## src/rtl/gesture_pwm_sequencer_if.sv

```systemverilog
// Hand-sensor / PWM status bundle between the sequencer and its host.
// Ports: hand, stop (host to sequencer); duty, pwm, r, g, busy, done (sequencer to host).
// master = host side, slave = sequencer side.
interface gesture_pwm_sequencer_if #(
   parameter int PWM_BITS = 8
);
   logic [1:0]          hand;
   logic                stop;
   logic [PWM_BITS-1:0] duty;
   logic                pwm;
   logic                r;
   logic                g;
   logic                busy;
   logic                done;

   modport master (
      output hand, stop,
      input  duty, pwm, r, g, busy, done
   );

   modport slave (
      input  hand, stop,
      output duty, pwm, r, g, busy, done
   );
endinterface

```

## src/rtl/gesture_pwm_sequencer.sv

```systemverilog
// Purpose: debounced hand gesture arms an LED PWM channel, then ramps up, holds, ramps down.
// Latency: FSM/duty step once per prescaler tick; stop acts on the next clk; pwm lags pwm_cnt by 1 clk.
// Backpressure: none; stop is the only flow control and aborts the sequence.
// Ports: clk, reset (async active-low), bus.hand/bus.stop in; bus.duty/pwm/r/g/busy/done out.
module gesture_pwm_sequencer #(
   parameter int CLK_HZ         = 100_000_000,
   parameter int TICK_HZ        = 100,
   parameter int PWM_BITS       = 8,
   parameter int RAMP_STEP      = 8,
   parameter int ARM_TICKS      = 50,
   parameter int HOLD_TICKS     = 300,
   parameter int DEBOUNCE_TICKS = 3
) (
   input logic                   clk,
   input logic                   reset,
   gesture_pwm_sequencer_if.slave bus
);

   localparam int PRESC_TC = CLK_HZ / TICK_HZ - 1;
   localparam int PRESC_W  = (PRESC_TC > 0) ? $clog2(PRESC_TC + 1) : 1;
   localparam int CNT_MAX  = (ARM_TICKS > HOLD_TICKS) ? ARM_TICKS : HOLD_TICKS;
   localparam int CNT_W    = $clog2(CNT_MAX + 1);
   localparam int DEB_W    = $clog2(DEBOUNCE_TICKS + 1);
   localparam int STEP_W   = PWM_BITS + 1;

   localparam logic [PWM_BITS-1:0] DUTY_MAX = '1;
   localparam logic [STEP_W-1:0]   STEP_EXT = STEP_W'(RAMP_STEP);

   localparam logic [2:0] IDLE      = 3'd0;
   localparam logic [2:0] PRESENT   = 3'd1;
   localparam logic [2:0] ARMED     = 3'd2;
   localparam logic [2:0] RAMP_UP   = 3'd3;
   localparam logic [2:0] HOLD      = 3'd4;
   localparam logic [2:0] RAMP_DOWN = 3'd5;

   logic [PRESC_W-1:0]  presc;
   logic                tick;
   logic [1:0]          hand_s1, hand_s2;
   logic [1:0]          hand_prev;
   logic [1:0]          hand_stable;
   logic [DEB_W-1:0]    deb_cnt;
   logic [2:0]          state;
   logic [CNT_W-1:0]    tick_cnt;
   logic [PWM_BITS-1:0] duty_q;
   logic [PWM_BITS-1:0] pwm_cnt;
   logic                pwm_q;
   logic                done_q;
   logic                stop_hit;
   logic [STEP_W-1:0]   duty_sum;
   logic [PWM_BITS-1:0] duty_up;
   logic [PWM_BITS-1:0] duty_dn;

   assign tick = (presc == PRESC_W'(PRESC_TC));

   always_ff @(posedge clk or negedge reset) begin
      if (!reset) begin
         presc <= '0;
      end else if (tick) begin
         presc <= '0;
      end else begin
         presc <= presc + 1'b1;
      end
   end

   // The sensor is asynchronous to clk, so it is synchronised before the debouncer sees it.
   always_ff @(posedge clk or negedge reset) begin
      if (!reset) begin
         hand_s1 <= 2'b00;
         hand_s2 <= 2'b00;
      end else begin
         hand_s1 <= bus.hand;
         hand_s2 <= hand_s1;
      end
   end

   // deb_cnt counts consecutive equal tick samples beyond the first; the value is
   // accepted on the sample that brings the count to DEBOUNCE_TICKS-1.
   always_ff @(posedge clk or negedge reset) begin
      if (!reset) begin
         hand_prev   <= 2'b00;
         hand_stable <= 2'b00;
         deb_cnt     <= '0;
      end else if (tick) begin
         hand_prev <= hand_s2;
         if (hand_s2 == hand_prev) begin
            if (deb_cnt != DEB_W'(DEBOUNCE_TICKS - 1)) begin
               deb_cnt <= deb_cnt + 1'b1;
            end
            if (deb_cnt >= DEB_W'(DEBOUNCE_TICKS - 2)) begin
               hand_stable <= hand_s2;
            end
         end else begin
            deb_cnt <= '0;
         end
      end
   end

   // Ramp arithmetic is one bit wider than duty so the up-step saturates instead of wrapping.
   always_comb begin
      duty_sum = {1'b0, duty_q} + STEP_EXT;
      duty_up  = (duty_sum > {1'b0, DUTY_MAX}) ? DUTY_MAX : duty_sum[PWM_BITS-1:0];
      duty_dn  = '0;
      if ({1'b0, duty_q} >= STEP_EXT) begin
         duty_dn = duty_q - STEP_EXT[PWM_BITS-1:0];
      end
   end

   // stop only matters where it changes something; elsewhere the tick path runs normally.
   assign stop_hit = bus.stop &&
                     ((state == PRESENT) || (state == ARMED) ||
                      (state == RAMP_UP) || (state == HOLD));

   always_ff @(posedge clk or negedge reset) begin
      if (!reset) begin
         state    <= IDLE;
         tick_cnt <= '0;
         duty_q   <= '0;
         done_q   <= 1'b0;
      end else begin
         done_q <= 1'b0;
         if (stop_hit) begin
            // Abort: an active ramp/hold winds down from the current duty; pre-ramp states drop out.
            if ((state == RAMP_UP) || (state == HOLD)) begin
               state <= RAMP_DOWN;
            end else begin
               state <= IDLE;
            end
         end else if (tick) begin
            case (state)
               IDLE: begin
                  duty_q <= '0;
                  if (hand_stable == 2'b11) begin
                     state <= PRESENT;
                  end
               end
               PRESENT: begin
                  if (hand_stable == 2'b00) begin
                     state    <= ARMED;
                     tick_cnt <= '0;
                  end
               end
               ARMED: begin
                  tick_cnt <= tick_cnt + 1'b1;
                  // Hand returning cancels the arm, even on the timeout tick.
                  if (hand_stable == 2'b11) begin
                     state <= IDLE;
                  end else if (tick_cnt == CNT_W'(ARM_TICKS - 1)) begin
                     state <= RAMP_UP;
                  end
               end
               RAMP_UP: begin
                  duty_q <= duty_up;
                  if (duty_up == DUTY_MAX) begin
                     state    <= HOLD;
                     tick_cnt <= '0;
                  end
               end
               HOLD: begin
                  tick_cnt <= tick_cnt + 1'b1;
                  if (tick_cnt == CNT_W'(HOLD_TICKS - 1)) begin
                     state <= RAMP_DOWN;
                  end
               end
               RAMP_DOWN: begin
                  duty_q <= duty_dn;
                  if (duty_dn == '0) begin
                     state  <= IDLE;
                     done_q <= 1'b1;
                  end
               end
               default: begin
                  state <= IDLE;
               end
            endcase
         end
      end
   end

   always_ff @(posedge clk or negedge reset) begin
      if (!reset) begin
         pwm_cnt <= '0;
         pwm_q   <= 1'b0;
      end else begin
         pwm_cnt <= pwm_cnt + 1'b1;
         pwm_q   <= (pwm_cnt < duty_q);
      end
   end

   assign bus.duty = duty_q;
   assign bus.pwm  = pwm_q;
   assign bus.done = done_q;
   assign bus.r    = (state == IDLE) || (state == ARMED) || (state == RAMP_DOWN);
   assign bus.g    = (state == RAMP_UP) || (state == HOLD) || (state == RAMP_DOWN);
   assign bus.busy = (state == RAMP_UP) || (state == HOLD) || (state == RAMP_DOWN);

endmodule

```

## src/flat_wrapper.sv

```systemverilog
// flat-port wrapper written by rule: the top's interface ports become plain ports
module gesture_pwm_sequencer_flat 
#(
   parameter int CLK_HZ         = 100_000_000,
   parameter int TICK_HZ        = 100,
   parameter int PWM_BITS       = 8,
   parameter int RAMP_STEP      = 8,
   parameter int ARM_TICKS      = 50,
   parameter int HOLD_TICKS     = 300,
   parameter int DEBOUNCE_TICKS = 3
)
  (clk, reset, bus_hand, bus_stop, bus_duty, bus_pwm, bus_r, bus_g, bus_busy, bus_done);
  gesture_pwm_sequencer_if #(.PWM_BITS(PWM_BITS)) bus_i ();
  input logic clk;
  input logic reset;
  input wire logic [$bits(bus_i.hand)-1:0] bus_hand;
  input wire logic [$bits(bus_i.stop)-1:0] bus_stop;
  output wire logic [$bits(bus_i.duty)-1:0] bus_duty;
  output wire logic [$bits(bus_i.pwm)-1:0] bus_pwm;
  output wire logic [$bits(bus_i.r)-1:0] bus_r;
  output wire logic [$bits(bus_i.g)-1:0] bus_g;
  output wire logic [$bits(bus_i.busy)-1:0] bus_busy;
  output wire logic [$bits(bus_i.done)-1:0] bus_done;
  assign bus_i.hand = bus_hand;
  assign bus_i.stop = bus_stop;
  assign bus_duty = bus_i.duty;
  assign bus_pwm = bus_i.pwm;
  assign bus_r = bus_i.r;
  assign bus_g = bus_i.g;
  assign bus_busy = bus_i.busy;
  assign bus_done = bus_i.done;
  gesture_pwm_sequencer #(.CLK_HZ(CLK_HZ), .TICK_HZ(TICK_HZ), .PWM_BITS(PWM_BITS), .RAMP_STEP(RAMP_STEP), .ARM_TICKS(ARM_TICKS), .HOLD_TICKS(HOLD_TICKS), .DEBOUNCE_TICKS(DEBOUNCE_TICKS)) u_core (.clk(clk), .reset(reset), .bus(bus_i));
endmodule
```

## config.mk

```make
export PLATFORM = sky130hd
export DESIGN_NAME = gesture_pwm_sequencer_flat
export DESIGN_NICKNAME = d
export VERILOG_FILES = /design/src/rtl/gesture_pwm_sequencer_if.sv /design/src/rtl/gesture_pwm_sequencer.sv /design/src/flat_wrapper.sv
export SDC_FILE = /design/constraint.sdc
export NUM_CORES = 1
export LEC_CHECK = 0
export ABC_AREA = 0
export CORE_UTILIZATION = 60
export DETAILED_ROUTE_END_ITERATION = 8
export GPL_ROUTABILITY_DRIVEN = 0
export GPL_TIMING_DRIVEN = 0
export PLACE_DENSITY_LB_ADDON = 0.2
export SKIP_CTS_REPAIR_TIMING = 1
export SYNTH_ARGS = -nofsm -noshare
export SYNTH_HDL_FRONTEND = slang
export SYNTH_SLANG_ARGS = --single-unit
```

## constraint.sdc

```tcl
create_clock -name clk -period 3.2 [get_ports clk]
set_clock_uncertainty 0.05 [all_clocks]
set_input_delay 0.64 -clock clk [delete_from_list [all_inputs] [get_ports clk]]
set_output_delay 0.64 -clock clk [all_outputs]
set_load 0.03 [all_outputs]
```

==> run metrics <==
leak pwr 1.72 nW; number of synthesized register bits 60; Synth area leader dfrtp_1; Critical Path Source Type flop; post-route cell area 3820 µm²; overall die width 77.1 µm; worst hold margin 0.266 ns; initial antenna violation count 0; worst-skew pair later-pin latency 0.34 ns; CTS tree built; Ys Warns 0; maximum clock path buffer count 2; most common cell in the netlist dfrtp_1; I/O pin cnt 18; WL/cell 14.8 µm; Initial Utilization 0.642; Avg Cell Area, Syn 9.73 µm²; Psw 490 µW; crit-path max cell delay 0.65 ns; hpwl dp 4750 µm; vias in the first global route 2581; first-pass GRT wire length 11700 µm; P_int 1.21 mW; final setup fails 0; chip height 77.1 µm; dominant register cell in the synthesized netlist dfrtp_1; number of flops mapped to enable cells by yosys 0; Layout Cells excl Fill 452; Routed Antenna Nets 0; fin nets 398; CP Data Required Time 2.51 ns; FILL cells 392; post-synth top area share 0.444; worst path bufs/invs 3; crit-path max FO 8; Area Overhead vs Synth 12.9%; aggregate global routing overflow 0; Slew Limit Headroom 0.581; Setup TNS 0 ns; post-route setup slack 0.207 ns; Synthesized Nets 369; row count 26; Seq/Total Area, Yosys 0.444; HP Class input pin to asynchronous set/reset pin; drt pass-1 iters 5; dpl cells 436; pre-CTS setup slack 0.285 ns; Crit path max-delay family buffers and inverters; fmax 334 MHz; Synth top cells by count dfrtp_1, nor2_1, nand2_1; clock power share 0.340; proportion of layout cells with a drive suffix above 1 0.0916; core area 5270 µm²; status finished clean; Cells after Synth 348; CP arrival 2.30 ns; kind of end point of the critical path output port; VDD IR max 0.329 mV; via count 2672; Hold Fails Final Rpt 0; switching part of the total 0.289; CTS buffer count 9; DRC viols 0; critical path class flop to output port; drt first-iter violations 232; Multi-input gate area 1750 µm²; main area contributors after synthesis dfrtp_1, ha_1, xnor2_1; CP Cell Sequence clkbuf_1, nand3b_1, o21ai_0, buf_4, clkdlybuf4s50_1; slowest CP cell clkdlybuf4s50_1; crit path time final 2.99 ns; n_diodes 0; Die ar. 5950 µm²; Vias per Instance 5.91; CTS H-tree lvls 3; largest net degree at the start of global routing 35; register area 1500 µm²; WL final 6700 µm; Power Density 444 nW/µm²; Sequential Power Share 0.465; RSZ-0062 raised after global routing no; Tot Pwr 1.70 mW; max cap viols 0; PortBufs 17; final count of pins violating max slew 0; Worst-Margin Slew 0.628 ns; Cell variety after synth 60; dpl cell area 3660 µm²; Total GRT Usage 0.251; Mapped Area 3380 µm²; fin util 0.725; part of the power in combinational logic 0.195; ys async rst share 1.00; fin crit share 0.935; CTS sink cnt 60; Clk pin slew, worst setup/hold paths 0.06 ns; Root Buffer clkbuf_8
## placed cells by master, fill, tap and decap left out, drive strengths merged, types with 6 or more instances in the layout
cell,synthesis,final
dfrtp,60,60
o21ai,29,29
nor2,28,28
clkbuf,9,23
nand2,21,21
xnor2,17,17
ha,16,16
inv,16,16
nand3,15,15
clkdlybuf4s50,0,15
and3,14,14
xor2,12,12
nand4,9,9
mux2,9,9
nand2b,8,8
buf,6,8
nor3,7,7
a21oi,6,6
a21o,6,6
## final timing paths
kind                                                 from                              to  slack [ns]  depth (start not counted)
max                           u_core.state[0]$_DFFE_PN0P_                           bus_g        0.21                          5
min                                                 reset  u_core.tick_cnt[2]$_DFFE_PN0P_        0.27                          1
max reg2reg                u_core.bus.duty[3]$_DFFE_PN0P_     u_core.state[0]$_DFFE_PN0P_        0.22                          8
min reg2reg                   u_core.hand_s1[1]$_DFF_PN0_     u_core.hand_s2[1]$_DFF_PN0_        0.31                          0
max in group asynchronous                           reset       u_core.presc[6]$_DFF_PN0_        2.24                          2
min in group clk              u_core.hand_s1[1]$_DFF_PN0_     u_core.hand_s2[1]$_DFF_PN0_        0.31                          0
## sequential cells by signal, summed over array words and instances (netlist names), 3 cells and up
| register | count |
|---|---|
| u_core.state | 3 |
| u_core.pwm_cnt | 8 |
| u_core.bus.duty | 8 |
| u_core.tick_cnt | 9 |
| u_core.presc | 20 |
## cell type report
type                    instances  area share
plain buffers                  15      0.0187
clock buffers                  14      0.0399
multi-input cells             257       0.458
clock inverters                 2     0.00262
inverters                      16      0.0157
repair buffers                 18      0.0491
well taps                      70      0.0229
flip-flops and latches         60       0.393
## power by group through the flow
stage / registers (mW) / clock network, mW / logic (mW)
2_1_floorplan: 0.800 / 0 / 0.234
3_3_place_gp: 0.803 / 0 / 0.327
3_5_place_dp: 0.804 / 0 / 0.332
4_1_cts: 0.790 / 0.592 / 0.332
5_1_grt: 0.793 / 0.625 / 0.368
6_report: 0.790 / 0.577 / 0.331
## worst register-to-register path, cell delays in order (launching register included)
cell	delay (ns)
dfrtp_1	0.54
inv_1	0.20
ha_1	0.38
or4b_1	0.48
or4_1	0.49
o22ai_1	0.15
nor2_1	0.08
o21ai_1	0.15
mux2_1	0.34
## layer usage
metal / GRT usage / vias up / share of wire
met5: 0 / - / 0
met4: 0.0811 / 0 / 0.012
li1: - / 1309 / -
met3: 0.0583 / 8 / 0.054
met1: 0.337 / 1268 / 0.46
met2: 0.401 / 87 / 0.48
## cells by family after synthesis
logic type                 after synthesis  synth area share
and+or+nand+nor                        128             0.207
muxes                                    9            0.0299
buffers and inverters                   31            0.0388
DFF                                     60             0.444
adders and majority gates               16            0.0591
xor gates and xnor gates                29            0.0750
AOI/OAI and AO/OA                       75             0.146
Note: power is estimated with default switching activity, not from simulation.
